===== config.mk =====
export PLATFORM = sky130hd
export DESIGN_NAME = mmss_timer
export DESIGN_NICKNAME = d
export VERILOG_FILES = /design/src/rtl/mmss_timer_pkg.sv /design/src/rtl/tick_gen.sv /design/src/rtl/mmss_timer.sv
export SDC_FILE = /design/constraint.sdc
export NUM_CORES = 1
export LEC_CHECK = 0
export ABC_AREA = 1
export CAP_MARGIN = 20
export CORE_MARGIN = 1.5
export CORE_UTILIZATION = 46
export CTS_CLUSTER_SIZE = 12
export DETAILED_ROUTE_END_ITERATION = 10
export GPL_ROUTABILITY_DRIVEN = 0
export SLEW_MARGIN = 0
export SYNTH_ARGS = -nofsm -noshare
export SYNTH_HDL_FRONTEND = slang
export SYNTH_SLANG_ARGS = --single-unit
export TNS_END_PERCENT = 10

===== constraint.sdc =====
create_clock -name clk -period 9.4 [get_ports clk]
set_input_delay 1.88 -clock clk [delete_from_list [all_inputs] [get_ports clk]]
set_output_delay 1.88 -clock clk [all_outputs]
set_load 0.02 [all_outputs]

===== src/rtl/mmss_timer_pkg.sv =====
// Shared constants and helpers for the MM:SS timer: seven-segment codes,
// anode patterns, field encoding and wrapping two-digit BCD step functions.
package mmss_timer_pkg;

  localparam logic [7:0] SEG_BLANK   = 8'hFF;
  localparam logic [7:0] SEC_MAX_BCD = 8'h59;

  typedef enum logic {
    FIELD_MIN = 1'b0,
    FIELD_SEC = 1'b1
  } field_e;

  localparam logic [3:0] AN_S0 = 4'b1110;
  localparam logic [3:0] AN_S1 = 4'b1101;
  localparam logic [3:0] AN_M0 = 4'b1011;
  localparam logic [3:0] AN_M1 = 4'b0111;

  // Active-low {dp,g,f,e,d,c,b,a}; dp is held off, codes above 9 blank the digit.
  function automatic logic [7:0] bcd_to_seg(input logic [3:0] d);
    case (d)
      4'd0:    return 8'hC0;
      4'd1:    return 8'hF9;
      4'd2:    return 8'hA4;
      4'd3:    return 8'hB0;
      4'd4:    return 8'h99;
      4'd5:    return 8'h92;
      4'd6:    return 8'h82;
      4'd7:    return 8'hF8;
      4'd8:    return 8'h80;
      4'd9:    return 8'h90;
      default: return SEG_BLANK;
    endcase
  endfunction

  function automatic logic [3:0] anode_of(input logic [1:0] idx);
    case (idx)
      2'd0:    return AN_S0;
      2'd1:    return AN_S1;
      2'd2:    return AN_M0;
      default: return AN_M1;
    endcase
  endfunction

  // Two-digit BCD value {tens,ones}; max_v wraps to 00 on increment.
  function automatic logic [7:0] bcd_inc(input logic [7:0] v, input logic [7:0] max_v);
    if (v == max_v)         return 8'h00;
    if (v[3:0] == 4'd9)     return {v[7:4] + 4'd1, 4'd0};
    return {v[7:4], v[3:0] + 4'd1};
  endfunction

  // 00 wraps to max_v on decrement.
  function automatic logic [7:0] bcd_dec(input logic [7:0] v, input logic [7:0] max_v);
    if (v == 8'h00)         return max_v;
    if (v[3:0] == 4'd0)     return {v[7:4] - 4'd1, 4'd9};
    return {v[7:4], v[3:0] - 4'd1};
  endfunction

endpackage


===== src/rtl/tick_gen.sv =====
// One-cycle tick enable every DIV clocks; hold parks the count at zero so the
// first tick after release arrives exactly DIV cycles later.
module tick_gen #(
  parameter int DIV = 2
) (
  input  logic clk,
  input  logic rst,
  input  logic hold,
  output logic tick
);

  localparam int W = (DIV > 1) ? $clog2(DIV) : 1;

  logic [W-1:0] cnt;

  assign tick = !hold && (cnt == W'(DIV - 1));

  // NOTE: sequential state uses non-blocking assignments so every register
  // samples the pre-edge values of its neighbours.
  always_ff @(posedge clk or posedge rst) begin
    if (rst)              cnt <= '0;
    else if (hold || tick) cnt <= '0;
    else                  cnt <= cnt + W'(1);
  end

endmodule


===== src/rtl/mmss_timer.sv =====
// MM:SS up/down timer with field adjust, blinking selected field, sticky
// countdown-done flag and a 4-digit multiplexed seven-segment driver.
module mmss_timer
  import mmss_timer_pkg::*;
#(
  parameter int CLK_FREQ = 100_000_000,
  parameter int RUN_HZ   = 1,
  parameter int ADJ_HZ   = 2,
  parameter int SCAN_HZ  = 500,
  parameter int BLINK_HZ = 2,
  parameter int MIN_MAX  = 59
) (
  input  logic       clk,
  input  logic       rst,
  input  logic       pause_pulse,
  input  logic       sel,
  input  logic       adj,
  input  logic       down,
  input  logic       done_clr,
  output logic [7:0] seg,
  output logic [3:0] an,
  output logic       done
);

  localparam int DIV_RUN   = CLK_FREQ / RUN_HZ;
  localparam int DIV_ADJ   = CLK_FREQ / ADJ_HZ;
  localparam int DIV_SCAN  = CLK_FREQ / SCAN_HZ;
  localparam int DIV_BLINK = CLK_FREQ / (2 * BLINK_HZ);

  localparam logic [7:0] MIN_MAX_BCD = {4'(MIN_MAX / 10), 4'(MIN_MAX % 10)};

  logic [7:0] min_q, sec_q, min_nx, sec_nx;
  logic       running, blink, set_done;
  logic [1:0] scan_idx;
  logic       run_tick, adj_tick, scan_tick, blink_tick;

  logic [3:0] digit;
  field_e     idx_field;
  logic       blank;

  // Run divider restarts from zero whenever counting is suspended.
  tick_gen #(.DIV(DIV_RUN)) u_run (
    .clk(clk), .rst(rst), .hold(!running || adj), .tick(run_tick)
  );
  tick_gen #(.DIV(DIV_ADJ)) u_adj (
    .clk(clk), .rst(rst), .hold(1'b0), .tick(adj_tick)
  );
  tick_gen #(.DIV(DIV_SCAN)) u_scan (
    .clk(clk), .rst(rst), .hold(1'b0), .tick(scan_tick)
  );
  tick_gen #(.DIV(DIV_BLINK)) u_blink (
    .clk(clk), .rst(rst), .hold(1'b0), .tick(blink_tick)
  );

  // NOTE: every always_comb output gets a default first so no path leaves it
  // unassigned, which would otherwise infer a latch.
  always_comb begin
    min_nx   = min_q;
    sec_nx   = sec_q;
    set_done = 1'b0;
    if (adj) begin
      if (adj_tick) begin
        if (field_e'(sel) == FIELD_SEC)
          sec_nx = down ? bcd_dec(sec_q, SEC_MAX_BCD) : bcd_inc(sec_q, SEC_MAX_BCD);
        else
          min_nx = down ? bcd_dec(min_q, MIN_MAX_BCD) : bcd_inc(min_q, MIN_MAX_BCD);
      end
    end else if (run_tick) begin
      if (!down) begin
        sec_nx = bcd_inc(sec_q, SEC_MAX_BCD);
        if (sec_q == SEC_MAX_BCD) min_nx = bcd_inc(min_q, MIN_MAX_BCD);
      end else if (min_q == 8'h00 && sec_q == 8'h00) begin
        set_done = 1'b1;
      end else begin
        sec_nx = bcd_dec(sec_q, SEC_MAX_BCD);
        if (sec_q == 8'h00) min_nx = bcd_dec(min_q, MIN_MAX_BCD);
        if (min_q == 8'h00 && sec_q == 8'h01) set_done = 1'b1;
      end
    end
  end

  always_comb begin
    digit = sec_q[3:0];
    case (scan_idx)
      2'd0:    digit = sec_q[3:0];
      2'd1:    digit = sec_q[7:4];
      2'd2:    digit = min_q[3:0];
      default: digit = min_q[7:4];
    endcase
    idx_field = scan_idx[1] ? FIELD_MIN : FIELD_SEC;
    blank     = adj && blink && (idx_field == field_e'(sel));
  end

  always_ff @(posedge clk or posedge rst) begin
    if (rst) begin
      min_q    <= 8'h00;
      sec_q    <= 8'h00;
      running  <= 1'b1;
      done     <= 1'b0;
      blink    <= 1'b0;
      scan_idx <= 2'd0;
      an       <= 4'b1111;
      seg      <= SEG_BLANK;
    end else begin
      min_q <= min_nx;
      sec_q <= sec_nx;
      if (pause_pulse) running <= !running;
      // A set in the same cycle as a clear wins.
      done <= set_done || (done && !done_clr);
      if (blink_tick) blink <= !blink;
      if (scan_tick)  scan_idx <= scan_idx + 2'd1;
      an  <= anode_of(scan_idx);
      seg <= blank ? SEG_BLANK : bcd_to_seg(digit);
    end
  end

endmodule


==> impl_metrics.ini, run 1 <==
[timing]
finalCritPeriodShare = 0.365
slew_headroom = 0.570
setup-tns-final_ns = 0
hold_viol = 0
timing.final.ws_setup_ns = 5.97
fin_worst_skew_ns = 0.0121
slew_violations = 0
max_clock_freq_mhz = 291
worst_pin_slew_ns = 0.640
setup_viol = 0
fin_crit_ns = 3.43
rsz0062_at_grt = no

[critical_path]
path_class = reg2out
path_buf_inv = 1
critPathMaxFanout = 1
endpoint_kind = output pin
required_ns = 7.52
ff2ff_path_depth = 10
crit_chain = clkdlybuf4s50_1
worstSetupPathDepth = 1
r2r_end = seg[6]
r2r_setup_slack_ns = 7.21
r2r_start = scan_idx[1]
startpoint = an[1]
crit_path_max_incr_delay_ns = 0.61
cpMaxStageDelayCell = clkdlybuf4s50_1
setup.worst_path.start_class = flip-flop
critPathCapture = an[1]
worstPathArrival_ns = 1.55
cp_top_family = buffers and inverters

[synthesis]
syn_avg_cell_area_um2 = 7.58
ys_seq_area_frac = 0.415
ys_warn_count = 0
synth_area_leaders = dfrtp_1 37%, nand2_1 10%, nor2_1 7.6%
ys_ff_latch = 128
synthCells = 1023
yosys-top-cells-count = 208 x nand2_1, 158 x nor2_1, 144 x inv_1, 116 x dfrtp_1, 70 x nand3_1
synth_edf_count = 0
ys_types = 45
synthesis.nets = 1053
yosysTopAreaCellShare = 0.374
syn_area_um2 = 7760
ys.flop_type = dfrtp_1
yosysTopAreaCell = dfrtp_1
synth_most_common_cell = nand2_1
synth_async_sr_flop_share = 1.00

[placed_design]
pre_cts_slack_ns = 5.62
port_buffers = 18
dp_hpwl_um = 12300
placed_cell_area_um2 = 8170

[final_layout]
nets = 1083
syn_to_final_growth_pct = 14.0
final_core_util = 0.535
antenna_cells = 0
drive_gt1_frac = 0.0901
area.sequential_um2 = 3220
design_area_um2 = 8850
multi_input_area_um2 = 3920
fill_cells = 1572

[power]
p_total_uw = 1340
power.internal_uw = 1050
vdd_ir_drop_max_mv = 0.129
powerDensity_nw_per_um2 = 151
swShare = 0.217
p_sw_uw = 291
leakagePower_uw = 0.00406
combinationalPowerShare = 0.031
p_seq_frac = 0.420
clockPowerShare = 0.549

[floorplan]
num_rows = 47
die_w_um = 133
die_area_um2 = 17700
die_h_um = 133
floorplan.initialDensity = 0.470
core_um2 = 16500
io_pins = 20

[cts]
ctsResizeCount = 0
clock_path_buffers = 2
cts_sinks = 128
clkSlewWorstSetupHoldPaths_ns = 0.06
hold_buffers = 0
cts_made_buffers = 17
cts_setup_buffers = 0
clock_latency_ns = 0.43
cts_tree = done
root_buffer = clkbuf_16
h-tree-depth = 4

[route]
drt_iter0_drc = 445
routed_wl_um = 16900
routedWlPerCell_um = 13.1
vias = 6471
viasPerCell = 5.03
drc = 0
ant_nets = 0
firstDrtPassIters = 6

[global_route]
grt_pass1_wl_um = 29800
grt_usage = 0.208
grt_max_degree = 81
antenna_found_initial = 0
grt_pass1_vias = 6248
overflow = 0

[run_status]
status = complete, no violations

[hold_path]
min_path_type = reg2reg

[run]
cap_violations = 0
[through the flow]
step	instances	hold slack, ns
6_report	1286	0.471
2_1_floorplan	1023	0.433
4_1_cts	1285	0.477
3_5_place_dp	1253	0.470
5_1_grt	1286	0.491
3_3_place_gp	1253	0.453
[layout make-up]
cell class,count,share of cell area
Clock buffer,20,0.0505
Clock inverter,12,0.0233
Inverter,149,0.0638
Multi-Input combinational cell,737,0.443
Sequential cell,128,0.364
Tap cell,220,0.0311
Timing Repair Buffer,20,0.0243
[layer usage]
layer,vias to the layer above,GRT usage,share of wire
met2,94,0.330,0.46
met1,3004,0.288,0.50
li1,3359,-,-
met5,-,0,0
met4,0,0.0562,0.0080
met3,14,0.0437,0.030
[worst min path at each step]
stage / from / cells past startpoint / slack [ns] / end
2_1_floorplan: u_adj.cnt[0] / 1 / 0.43 / u_adj.cnt[0]
3_3_place_gp: u_adj.cnt[0] / 1 / 0.45 / u_adj.cnt[0]
3_5_place_dp: u_adj.cnt[0] / 1 / 0.47 / u_adj.cnt[0]
4_1_cts: u_adj.cnt[0] / 1 / 0.48 / u_adj.cnt[0]
5_1_grt: u_adj.cnt[0] / 1 / 0.49 / u_adj.cnt[0]
6_report: u_adj.cnt[0] / 1 / 0.47 / u_adj.cnt[0]
[power by group through the flow]
stage          clock network (uW)  registers, uW  logic [uW]
2_1_floorplan                   0            570        34.1
5_1_grt                       772            563        47.7
3_5_place_dp                    0            572        41.5
4_1_cts                       748            563        41.6
3_3_place_gp                    0            572        41.4
6_report                      734            562        41.7
[placed cells by master, fill, tap and decap left out, types with 5 or more instances in the layout]
cell / n
nand2_4: 5
xnor2_1: 17
clkdlybuf4s50_1: 18
nor2_1: 158
bufinv_16: 5
inv_1: 143
ha_1: 23
a21oi_1: 26
nand4_1: 34
dfstp_2: 12
xor2_1: 35
nor2_4: 8
nor2_2: 9
o22ai_1: 11
nor3_1: 36
clkbuf_16: 17
dfrtp_1: 116
o21a_1: 5
o21ai_1: 11
inv_2: 5
o21ai_0: 26
nand2_1: 208
nand3_2: 9
nand3_1: 70
nor4_1: 9
[state kept, by name, summed over array words and instances (netlist names), 2 cells and up]
signal and count:
u_run.cnt 27, sec_q 8, scan_idx 2, seg 7, u_blink.cnt 25, an 4
u_scan.cnt 18, min_q 8, u_adj.cnt 26
[worst reg2reg max path, cell delays in order (launching register included)]
cell	delay, ns
dfrtp_1	0.39
inv_1	0.10
ha_1	0.22
inv_1	0.13
o21ai_0	0.10
o22ai_1	0.36
inv_1	0.17
ha_1	0.21
or2_2	0.30
nand3_1	0.08
nand2_1	0.06
[cells by family after synthesis]
kind of cell	after synthesis	synth area share
AND/OR/NAND/NOR	567	0.340
flip-flops	128	0.415
adder cells (fa/ha/maj)	23	0.0371
XOR/XNOR	52	0.0587
AO/OA/AOI/OAI	94	0.0695
other	1	0.000483
buffers and inverters	158	0.0798
Power figures use the tool's default switching activity.
==> run 2: changes to the inputs <==
==> constraint.sdc (replaced) <==
create_clock -name clk -period 3.1 [get_ports clk]
set_input_delay 0.62 -clock clk [delete_from_list [all_inputs] [get_ports clk]]
set_output_delay 0.62 -clock clk [all_outputs]
set_load 0.02 [all_outputs]
==> run 2 against run 1 <==
Non-clock buffer count down 1. Clock skew rose by 0.0010 ns. Clock power increased to 2.7 times the previous value. Final cell count hardly changed. Worst setup slack worse by 5.1 ns. First-iteration DRC count down 6.1%. Sequential power rose to 3.0 times the previous value. Critical path type is now reg2reg. Largest cell class unchanged.
==> impl_metrics.ini, run 2 (same netlist as run 1, synthesis figures left out) <==
[placed_design]
dp_hpwl_um = 12200
placed_cell_area_um2 = 8180
port_buffers = 18

[global_route]
antenna_found_initial = 0
overflow = 0
grt_max_degree = 129
grt_usage = 0.201
grt_pass1_wl_um = 28800
grt_pass1_vias = 6182

[power]
swShare = 0.213
clockPowerShare = 0.517
power.internal_uw = 2980
vdd_ir_drop_max_mv = 0.385
leakagePower_uw = 0.00402
p_seq_frac = 0.450
p_sw_uw = 808
powerDensity_nw_per_um2 = 433
p_total_uw = 3790
combinationalPowerShare = 0.033

[timing]
setup-tns-final_ns = 0
setup_viol = 0
fin_worst_skew_ns = 0.0131
slew_headroom = 0.508
fin_crit_ns = 2.21
slew_violations = 0
worst_pin_slew_ns = 0.738
max_clock_freq_mhz = 453
hold_viol = 0
rsz0062_at_grt = no
finalCritPeriodShare = 0.712

[final_layout]
top_register = u_run.cnt
nets = 1082
design_area_um2 = 8760
syn_to_final_growth_pct = 12.9
antenna_cells = 0
fill_cells = 1618
largest_reg_flops = 27
drive_gt1_frac = 0.0864
top_regs = u_run.cnt: 27 flops, u_adj.cnt: 26 flops, u_blink.cnt: 25 flops
final_cell_mix = 208 x nand2_1, 158 x nor2_1, 143 x inv_1, 116 x dfrtp_1, 70 x nand3_1
final_common_cell = nand2_1

[critical_path]
critPathMaxFanout = 5
ff2ff_path_depth = 10
r2r_end = seg[5]
crit_top_cell = inv_1
required_ns = 3.43
path_class = reg2reg
r2r_setup_slack_ns = 0.89
r2r_start = scan_idx[1]
cpMaxStageDelayCell = dfrtp_1
setup.worst_path.start_class = flip-flop
endpoint_kind = flip-flop
worstPathArrival_ns = 2.54
crit_chain = inv_1 -> ha_1 -> inv_1 -> o22ai_1 -> o22ai_1 -> inv_1 -> ha_1 -> or2_2 -> nand3_1 -> nand2_1
crit_path_max_incr_delay_ns = 0.39

[cts]
cts_setup_buffers = 0
ctsResizeCount = 0
clock_path_buffers = 2
h-tree-depth = 4
root_buffer = clkbuf_16
cts_tree = done
clkSlewWorstSetupHoldPaths_ns = 0.06
cts_sinks = 128
hold_buffers = 0
clock_latency_ns = 0.41
cts_made_buffers = 17

[route]
routed_wl_um = 16600
routedWlPerCell_um = 12.9
drt_iter0_drc = 418
drc = 0
viasPerCell = 5.12
firstDrtPassIters = 5
vias = 6581
ant_nets = 0

[floorplan]
die_area_um2 = 17700
io_pins = 20
core_um2 = 16500
die_h_um = 133
num_rows = 47
die_w_um = 133
floorplan.initialDensity = 0.470

[hold_path]
worstHoldEndpoint = u_adj.cnt[0]
min_from = u_adj.cnt[0]
worstHoldPathCells = 1
min_path_type = reg2reg

[run_status]
status = complete, no violations

[run]
cap_violations = 0
## run 2: layout make-up
| type | instances | area, um^2 | share of cell area |
|---|---|---|---|
| inverter | 149 | 563 | 0.0643 |
| timing repair buffer | 19 | 200 | 0.0229 |
| clock buffer | 26 | 499 | 0.0570 |
| sequential | 128 | 3220 | 0.367 |
| tap | 220 | 275 | 0.0314 |
| multi-input combinational | 737 | 3920 | 0.448 |
| clock inverter | 6 | 80.1 | 0.00914 |
## run 2: power by group through the flow
stage / combinational, uW / clock, uW / sequential (uW)
after floorplan: 104 / 0 / 1730
after global placement: 130 / 0 / 1730
after detailed placement: 130 / 0 / 1730
after CTS: 131 / 2010 / 1710
after global routing: 146 / 2090 / 1710
final: 125 / 1960 / 1710
## run 2: worst max-delay path by stage
stage                            from             to  slack (ns)  cells past startpoint
final                     scan_idx[1]         seg[5]        0.89                     10
after global routing      scan_idx[0]         seg[5]        0.67                     10
after CTS                 scan_idx[1]         seg[5]        0.88                     10
after detailed placement          adj  u_run.cnt[11]        0.60                      5
after global placement            adj  u_run.cnt[14]        0.67                      5
after floorplan                   rst          blink        0.91                      1
## run 2: per-stage QoR
stage	std cells	hold slack [ns]	setup slack (ns)	util
2_1_floorplan	1023	0.433	0.909	-
3_3_place_gp	1253	0.454	0.666	0.495
3_5_place_dp	1253	0.458	0.605	0.495
4_1_cts	1285	0.465	0.877	0.530
5_1_grt	1285	0.479	0.672	0.530
6_report	1285	0.459	0.894	0.530
## run 2: critical path: cells and delay by family (launching register included)
kind / cells / cell delay (ns)
AOI/OAI and AO/OA: 2 / 0.46
adders and majority gates: 2 / 0.41
buffers and inverters: 3 / 0.42
DFF: 1 / 0.39
and+or+nand+nor: 3 / 0.44
## run 2: routing by layer
layer	part of all wire	wire length, um	track usage	vias up
li1	-	-	-	3369
met1	0.50	8260	0.283	3074
met2	0.45	7510	0.311	121
met3	0.040	660	0.0437	17
met4	0.011	190	0.0592	0
met5	0	0	0	-
